**src/rtl/hazard_scoreboard.sv**
```systemverilog
// Hazard unit: per-port forwarding selects, load-use/divide interlocks, stage codes, divide scoreboard.
// Latency: selects/codes combinational; div_done DIV_LAT cycles after issue. Backpressure: stalls decode/fetch on hazards.
module hazard_scoreboard #(
   parameter int NREG    = 32,
   parameter int AW      = 5,
   parameter int NRD     = 2,
   parameter int DIV_LAT = 8,
   parameter int CNT_W   = 32
) (
   input  logic               clk,
   input  logic               reset,
   input  logic               ds_valid,
   input  logic [NRD*AW-1:0]  ds_raddr,
   input  logic [AW-1:0]      ds_dest,
   input  logic               ds_div,
   input  logic               ds_go,
   input  logic               es_valid,
   input  logic               es_gr_we,
   input  logic [AW-1:0]      es_dest,
   input  logic               es_late,
   input  logic               ms_valid,
   input  logic               ms_gr_we,
   input  logic [AW-1:0]      ms_dest,
   input  logic               ws_valid,
   input  logic               ws_gr_we,
   input  logic [AW-1:0]      ws_dest,
   input  logic               flush,
   output logic [NRD*2-1:0]   ds_fwd_sel,
   output logic [1:0]         stall_f,
   output logic [1:0]         stall_d,
   output logic [1:0]         stall_e,
   output logic               div_busy,
   output logic               div_done,
   output logic [AW-1:0]      div_dest,
   output logic [CNT_W-1:0]   stall_cnt
);

   localparam int LW = 8;

   logic [NREG-1:0] pending;
   logic [NREG-1:0] pending_nxt;
   logic [LW-1:0]   counter;
   logic [NRD-1:0]  port_haz;
   logic            struct_haz;
   logic            stall;
   logic            issue;

   for (genvar i = 0; i < NRD; i++) begin : g_port
      logic [AW-1:0] a;
      logic          es_hit;
      logic          ms_hit;
      logic          ws_hit;

      assign a      = ds_raddr[i*AW +: AW];
      assign es_hit = es_valid & es_gr_we & (es_dest == a);
      assign ms_hit = ms_valid & ms_gr_we & (ms_dest == a);
      assign ws_hit = ws_valid & ws_gr_we & (ws_dest == a);

      assign ds_fwd_sel[i*2 +: 2] = (a == '0) ? 2'b00 :
                                    es_hit    ? 2'b01 :
                                    ms_hit    ? 2'b10 :
                                    ws_hit    ? 2'b11 : 2'b00;

      // A pending divide target still stalls in its done cycle; the value comes from the regfile next cycle.
      assign port_haz[i] = (a != '0) & ((es_hit & es_late) | pending[a]);
   end

   assign div_done   = div_busy & (counter == '0) & ~flush;
   assign struct_haz = ds_valid & ds_div & div_busy & ~div_done;
   assign stall      = ds_valid & ~flush & ((|port_haz) | struct_haz);
   assign issue      = ds_go & ds_div & ds_valid & ~stall & ~flush;

   always_comb begin
      stall_f = 2'b00;
      stall_d = 2'b00;
      stall_e = 2'b00;
      if (flush) begin
         stall_d = 2'b10;
         stall_e = 2'b10;
      end else if (stall) begin
         stall_f = 2'b01;
         stall_d = 2'b01;
         stall_e = 2'b10;
      end
   end

   // Retire clear and new issue set land on the same edge; set wins when dests match.
   always_comb begin
      pending_nxt = pending;
      if (div_done) pending_nxt[div_dest] = 1'b0;
      if (issue)    pending_nxt[ds_dest]  = 1'b1;
      pending_nxt[0] = 1'b0;
   end

   always_ff @(posedge clk or posedge reset) begin
      if (reset) begin
         pending  <= '0;
         counter  <= '0;
         div_busy <= 1'b0;
         div_dest <= '0;
      end else if (flush) begin
         pending  <= '0;
         counter  <= '0;
         div_busy <= 1'b0;
      end else begin
         pending <= pending_nxt;
         if (issue) begin
            div_dest <= ds_dest;
            counter  <= LW'(DIV_LAT - 1);
            div_busy <= 1'b1;
         end else if (div_done) begin
            div_busy <= 1'b0;
         end else if (div_busy) begin
            counter  <= counter - LW'(1);
         end
      end
   end

   always_ff @(posedge clk or posedge reset) begin
      if (reset)
         stall_cnt <= '0;
      else if (stall && (stall_cnt != '1))
         stall_cnt <= stall_cnt + CNT_W'(1);
   end

endmodule

```
**config.mk**
```make
export PLATFORM = sky130hd
export DESIGN_NAME = hazard_scoreboard
export DESIGN_NICKNAME = d
export VERILOG_FILES = /design/src/rtl/hazard_scoreboard.sv
export SDC_FILE = /design/constraint.sdc
export NUM_CORES = 1
export LEC_CHECK = 0
export BUFFER_PORTS_ARGS = -buffer_cell sky130_fd_sc_hd__buf_2
export CAP_MARGIN = 25
export CORE_AREA = 3 3 103 105
export CTS_BUF_LIST = sky130_fd_sc_hd__clkbuf_2
export DETAILED_ROUTE_END_ITERATION = 12
export DIE_AREA = 0 0 106 108
export GPL_TIMING_DRIVEN = 0
export PLACE_DENSITY = 0.72
export SLEW_MARGIN = 20
export SYNTH_ARGS = -nofsm -noshare
export SYNTH_HDL_FRONTEND = slang
export SYNTH_SLANG_ARGS = --single-unit
```
**constraint.sdc**
```tcl
create_clock -name clk -period 6.65 [get_ports clk]
set_clock_uncertainty 0.15 [all_clocks]
set_input_delay 0 -clock clk [delete_from_list [all_inputs] [get_ports clk]]
set_output_delay 0 -clock clk [all_outputs]
set_load 0.05 [all_outputs]
```
# == Yosys cells after proc, flatten, opt, wreduce, memory -nomap -nowiden ==
# Cells that the tools add are included.
# word_totals
input_bits,43
elab_cells,98
regBits,78
output_inout_bits,49
# op_classes
add_sub_neg,2
magnitude_cmp,6
bitwise,33
reduce_logical,13
mux,31
eq_ne,8
# op_table
op,count
2-to-1 mux 32 bit,3
"adder 32 x 1 -> 32 bit, second input constant",1
AND 32 bit,1
2-to-1 mux 8 bit,4
"!= test 32 bit, second input constant",1
NOT 32 bit,1
OR 32 bit,1
== test 5 bit,6
AND 1 bit,24
"< comparator 5 x 6 -> 1 bit, second input constant",4
2-to-1 mux 2 bit,11
binary-select mux 1 bit (select 5 bit),2
demux 1 bit (select 5 bit),2
">= comparator 5 x 1 -> 1 bit, second input constant",2
zero test 5 bit,2
nonzero test 5 bit,2
2-to-1 mux 1 bit,9
zero test 8 bit,1
"subtractor 8 x 1 -> 8 bit, second input constant",1
nonzero test 3 bit,2
AND reduction 2 bit,2
logical AND 1 bit,3
"!= test 3 x 2 -> 1 bit, second input constant",1
NOT 1 bit,3
other kinds (2),4

# == Logic depth before layout (Yosys ltp) ==
# depth
depth_word,13
mapped_depth,10
mapped_depth_nobuf,8

# == Worst setup path before layout ==
# No wires, ideal clock.
# synth_timing
path_kind,register to output
startpoint,register pending[19]
endpoint,output port stall_e[1]
path_buffers,1
path_stages_with_launch,9
required_time_ns,6.500
arrival_time_ns,2.796
path_slack_ns,3.704
cell_sequence,dfrtp_1 -> mux4_1 -> mux4_2 -> a311oi_1 -> a211oi_1 -> a211o_1 -> buf_6 -> and2_1 -> or2_2
# synth_between
elab_chain_cells,9
word_cells_on_any_way,13
cone_classes,mux: 6; bitwise: 6; reduce/logical: 1
# synth_lines
item,line,rtl
from (decl),40,logic [NREG-1:0] pending;
from (signal assigned),106,pending <= pending_nxt;
binary-select mux 1 bit (select 5 bit),65,assign port_haz[i] = (a != '0) & ((es_hit & es_late) | pending[a]);
2-to-1 mux 1 bit (implied by the code),65,
OR 1 bit,65,
AND 1 bit,65,
OR reduction 2 bit *,70,assign stall = ds_valid & ~flush & ((|port_haz) | struct_haz);
OR 1 bit *,70,
AND 1 bit *,70,
2-to-1 mux 2 bit *,80,end else if (stall) begin
2-to-1 mux 2 bit *,77,if (flush) begin
to (decl),31,"output logic [1:0] stall_e,"
# Mark *: on every way between the ends. The rest lies on a longest branch, timed or not. The select of a mux whose other input is x is not followed.

# == Worst setup path in the final report ==
# layout_timing
startpoint,register pending[28]
endpoint,register div_dest[4]
# layout_between
elab_chain_cells,11
word_cells_on_any_way,15
cone_classes,mux: 4; bitwise: 9; reduce/logical: 2
# layout_lines
item,line,rtl
binary-select mux 1 bit (select 5 bit),65,
2-to-1 mux 1 bit (implied by the code),65,
OR 1 bit,65,
AND 1 bit,65,
OR reduction 2 bit *,70,
OR 1 bit *,70,
AND 1 bit *,70,
NOT 1 bit *,71,assign issue = ds_go & ds_div & ds_valid & ~stall & ~flush;
AND 1 bit * (2 in series),71,
AND reduction 2 bit (no source line) *,--,
to (signal assigned),108,div_dest <= ds_dest;
to (decl),34,"output logic [AW-1:0] div_dest,"
# Marked as above.
# A chain may end at the register's enable or synchronous reset.

==> impl_metrics.tcl <==
set metrics [dict create \
    dominantRegCellSynth "dfrtp_1" \
    path_clk_slew_ps 190 \
    fin_crit_sh_pct 56.9 \
    setup-violations-final 0 \
    reg2reg_to "div_dest[4]" \
    ff2ff_path_depth 9 \
    crit_type "reg2reg" \
    worst-r2r-setup-slack_ps 2870 \
    grt_pass1_wl_um 21200 \
    fin_tns_setup_ps 0 \
    synth_seq_area_share_pct 39.8 \
    diodes 0 \
    min_from "flush" \
    cts_buffers 9 \
    vias 4281 \
    pwr-share-comb_pct 26.5 \
    post_drt_wl_per_cell_um 17.1 \
    clkPwrFrac_pct 26.0 \
    dp_slack_ps 3300 \
    worst_pin_slew_ps 745 \
    start_util_pct 49.7 \
    io_buffers 83 \
    worstPathRequired_ps 6940 \
    critPathArrivalTime_ps 4070 \
    wirelength_um 12800 \
    sw_frac_of_total_pct 36.2 \
    crit_fanout 10 \
    routed-wl-met3_um 676 \
    endpoint_kind "register" \
    synth_warnings 0 \
    cts.sinks 77 \
    slew_headroom_pct 49.7 \
    dp_hpwl_um 9230 \
    grt_max_degree 59 \
    wl_met1_um 5900 \
    cts_tree "built" \
    whs_endpoint "stall_d[1]" \
    powerDensity_nw_per_um2 195 \
    clk_path_buf_depth 2 \
    ys_async_sr_fraction_pct 100 \
    finalMaxSlewViolations 0 \
    cp_slowest_cell "dlygate4sd3_1" \
    nNetsFinal 659 \
    critPathMaxStageDelay_ps 550 \
    fin_ws_ps 2870 \
    cp-start-kind "register" \
    antenna_found_initial 0 \
    cp_cell_sequence "mux4_1, mux4_2, a311oi_1, a211oi_1, a211o_1, buf_6, nor2_2, mux2_2, dlygate4sd3_1" \
    peakVddDrop_v 0.000102 \
    maxCapViolCount 0 \
    die_w_um 106 \
    synth_edf_count 0 \
    ctsResizeCount 0 \
    hold_violations 0 \
    r2r_start "pending[28]" \
    wl_met2_um 6040 \
    timing.fmax_mhz 264 \
    min_path_cells 2 \
    die_area_um2 11400 \
    p_seq_share_pct 47.6 \
    switchingPower_uw 406 \
    layout-drive-gt1-share_pct 22.0 \
    area_growth_syn_to_layout_pct 19.0 \
    outcome "completed" \
    drc 0 \
    dr.pass1.iters 5 \
    p_int_uw 717 \
    power.total_uw 1120 \
    syn-mean-instance-area_um2 9.68 \
    netlist_instances 500 \
    fp.dieH_um 108 \
    grt_remaining_overflow 0 \
    fillCellCount 851 \
    rsz0062_at_grt "no" \
    core_area_um2 9730 \
    yosys.cell_types.count 49 \
    routed.top_layer "met4" \
    ant_nets 0 \
    root_buffer "clkbuf_2" \
    via_per_inst 5.70 \
    place.gp.congestion 0.897 \
    num_rows 36 \
    clk_latency_ps 550 \
    cts_max_level 3 \
    grt_use_total_pct 23.2 \
    ios 92 \
    syn-cell-area_um2 4840 \
    drt_iter0_drc 329 \
    hold_class "in2out" \
    period_needed_ps 3780 \
    leakagePower_uw 0.00254 \
    grt_pass1_vias 4229 \
    synth-seq-cells 77 \
]
==> placed cells by master (no fill, tap or decap), types with 3 or more instances in the layout <==
cell           Yosys  layout
mux4_2             9       9
and4_1             5       5
inv_1             10       9
nor2_1            15      15
nor2b_1           38      38
clkbuf_1          18      18
and2_1             5       5
xor2_1            18      18
nand3b_1          10      10
buf_1              5       5
a21oi_1            3       3
nor4_1             9       9
clkbuf_2           0       9
nor3_1            15      15
and3_1            18      18
o21ai_1           31      31
buf_2              3      86
or2_2              3       3
or3_1              3       3
dlygate4sd3_1      0      17
o21ai_0           37      37
ha_1               3       3
or4_1              3       3
mux2i_1            7       7
nand2_1           13      13
xnor2_1           50      50
buf_4              4       4
nand4_1           22      22
or3b_2             5       5
mux4_1             3       3
nand3_1           26      26
dfrtp_1           77      77
mux2_2             8       8
==> cells in the mapped netlist (3+ instances only) <==
master / n / area [um2]
and2_1: 5 / 31.3
and3_1: 18 / 113
buf_4: 4 / 30.0
xnor2_1: 50 / 438
nand3b_1: 10 / 75.1
o21ai_1: 31 / 155
mux4_2: 9 / 203
ha_1: 3 / 37.5
o21ai_0: 37 / 185
or3_1: 3 / 18.8
mux4_1: 3 / 78.8
or4_1: 3 / 22.5
buf_2: 3 / 15.0
buf_1: 5 / 18.8
inv_1: 10 / 37.5
nand3_1: 26 / 130
nor4_1: 9 / 56.3
nor2b_1: 38 / 238
a21oi_1: 3 / 15.0
mux2i_1: 7 / 70.1
xor2_1: 18 / 158
nand4_1: 22 / 138
nor3_1: 15 / 75.1
nand2_1: 13 / 48.8
or2_2: 3 / 18.8
and4_1: 5 / 43.8
mux2_2: 8 / 90.1
clkbuf_1: 18 / 67.6
or3b_2: 5 / 43.8
dfrtp_1: 77 / 1930
nor2_1: 15 / 56.3
==> logic make-up after synthesis <==
family,Yosys count,synth area share [%]
and+or+nand+nor,197,24.1
AOI/OAI and AO/OA,85,9.85
DFF,77,39.8
xor gates and xnor gates,68,12.3
buffers and inverters,42,3.96
muxes,27,9.13
adders and majority gates,3,0.776
other,1,0.0775
==> routing by layer <==
| layer | vias up | global-route usage, % |
|---|---|---|
| met3 | 15 | 3.10 |
| met5 | - | 0 |
| li1 | 2031 | - |
| met2 | 140 | 37.7 |
| met1 | 2095 | 32.3 |
| met4 | 0 | 8.23 |
==> worst max-delay path by stage <==
| stage | startpoint | endpoint | slack (ps) | cells past startpoint |
|---|---|---|---|---|
| floorplan | pending[19] | stall_e[1] | 3700 | 8 |
| global placement | ds_raddr[2] | div_dest[1] | 3370 | 10 |
| detailed placement | ds_raddr[2] | div_dest[1] | 3300 | 10 |
| CTS | pending[20] | div_dest[1] | 2860 | 9 |
| global route | pending[28] | div_dest[3] | 2710 | 9 |
| finish | pending[28] | div_dest[4] | 2870 | 9 |
==> power by group through the flow <==
stage	registers, uW	logic [uW]	clock network, uW
after global routing	539	320	313
final	534	297	291
after detailed placement	543	280	0
after global placement	542	273	0
after floorplan	612	122	0
after CTS	534	298	298
==> critical path, delay by kind of cell, from the launching register on <==
kind	cells	cell delay (ps)
simple gates	1	340
flops	1	460
buf+inv	2	720
mux	3	1350
compound gates	3	670
==> state kept, by name, indices dropped and copies added (netlist names) <==
signal	count
counter	8
div_busy	1
div_dest	5
pending	31
stall_cnt	32
==> layout make-up <==
| class | count | area (um2) | share of cell area (%) |
|---|---|---|---|
| Timing Repair Buffer | 101 | 613 | 10.6 |
| Sequential cell | 77 | 1930 | 33.5 |
| Clock buffer | 9 | 45.0 | 0.782 |
| Clock inverter | 7 | 88.8 | 1.54 |
| Inverter | 10 | 40.0 | 0.695 |
| Multi-Input combinational cell | 382 | 2730 | 47.3 |
| Tap cell | 133 | 166 | 2.89 |
| Buffer | 32 | 154 | 2.67 |
==> stage by stage <==
step	std cells	cell area, um2	util (%)	hold WS [ps]
after floorplan	501	4840	-	1.69
after global placement	717	5430	55.8	133
after detailed placement	718	5460	56.1	-177
after CTS	751	5760	59.2	154
after global routing	751	5760	59.2	164
final	751	5760	59.2	152
==> repair_timing <==
item	in CTS	in global routing
endpoints found under the hold margin	129	0
buffers inserted	0	0
hold buffers	17	0
No activity file was read; power rests on OpenSTA's default activity.
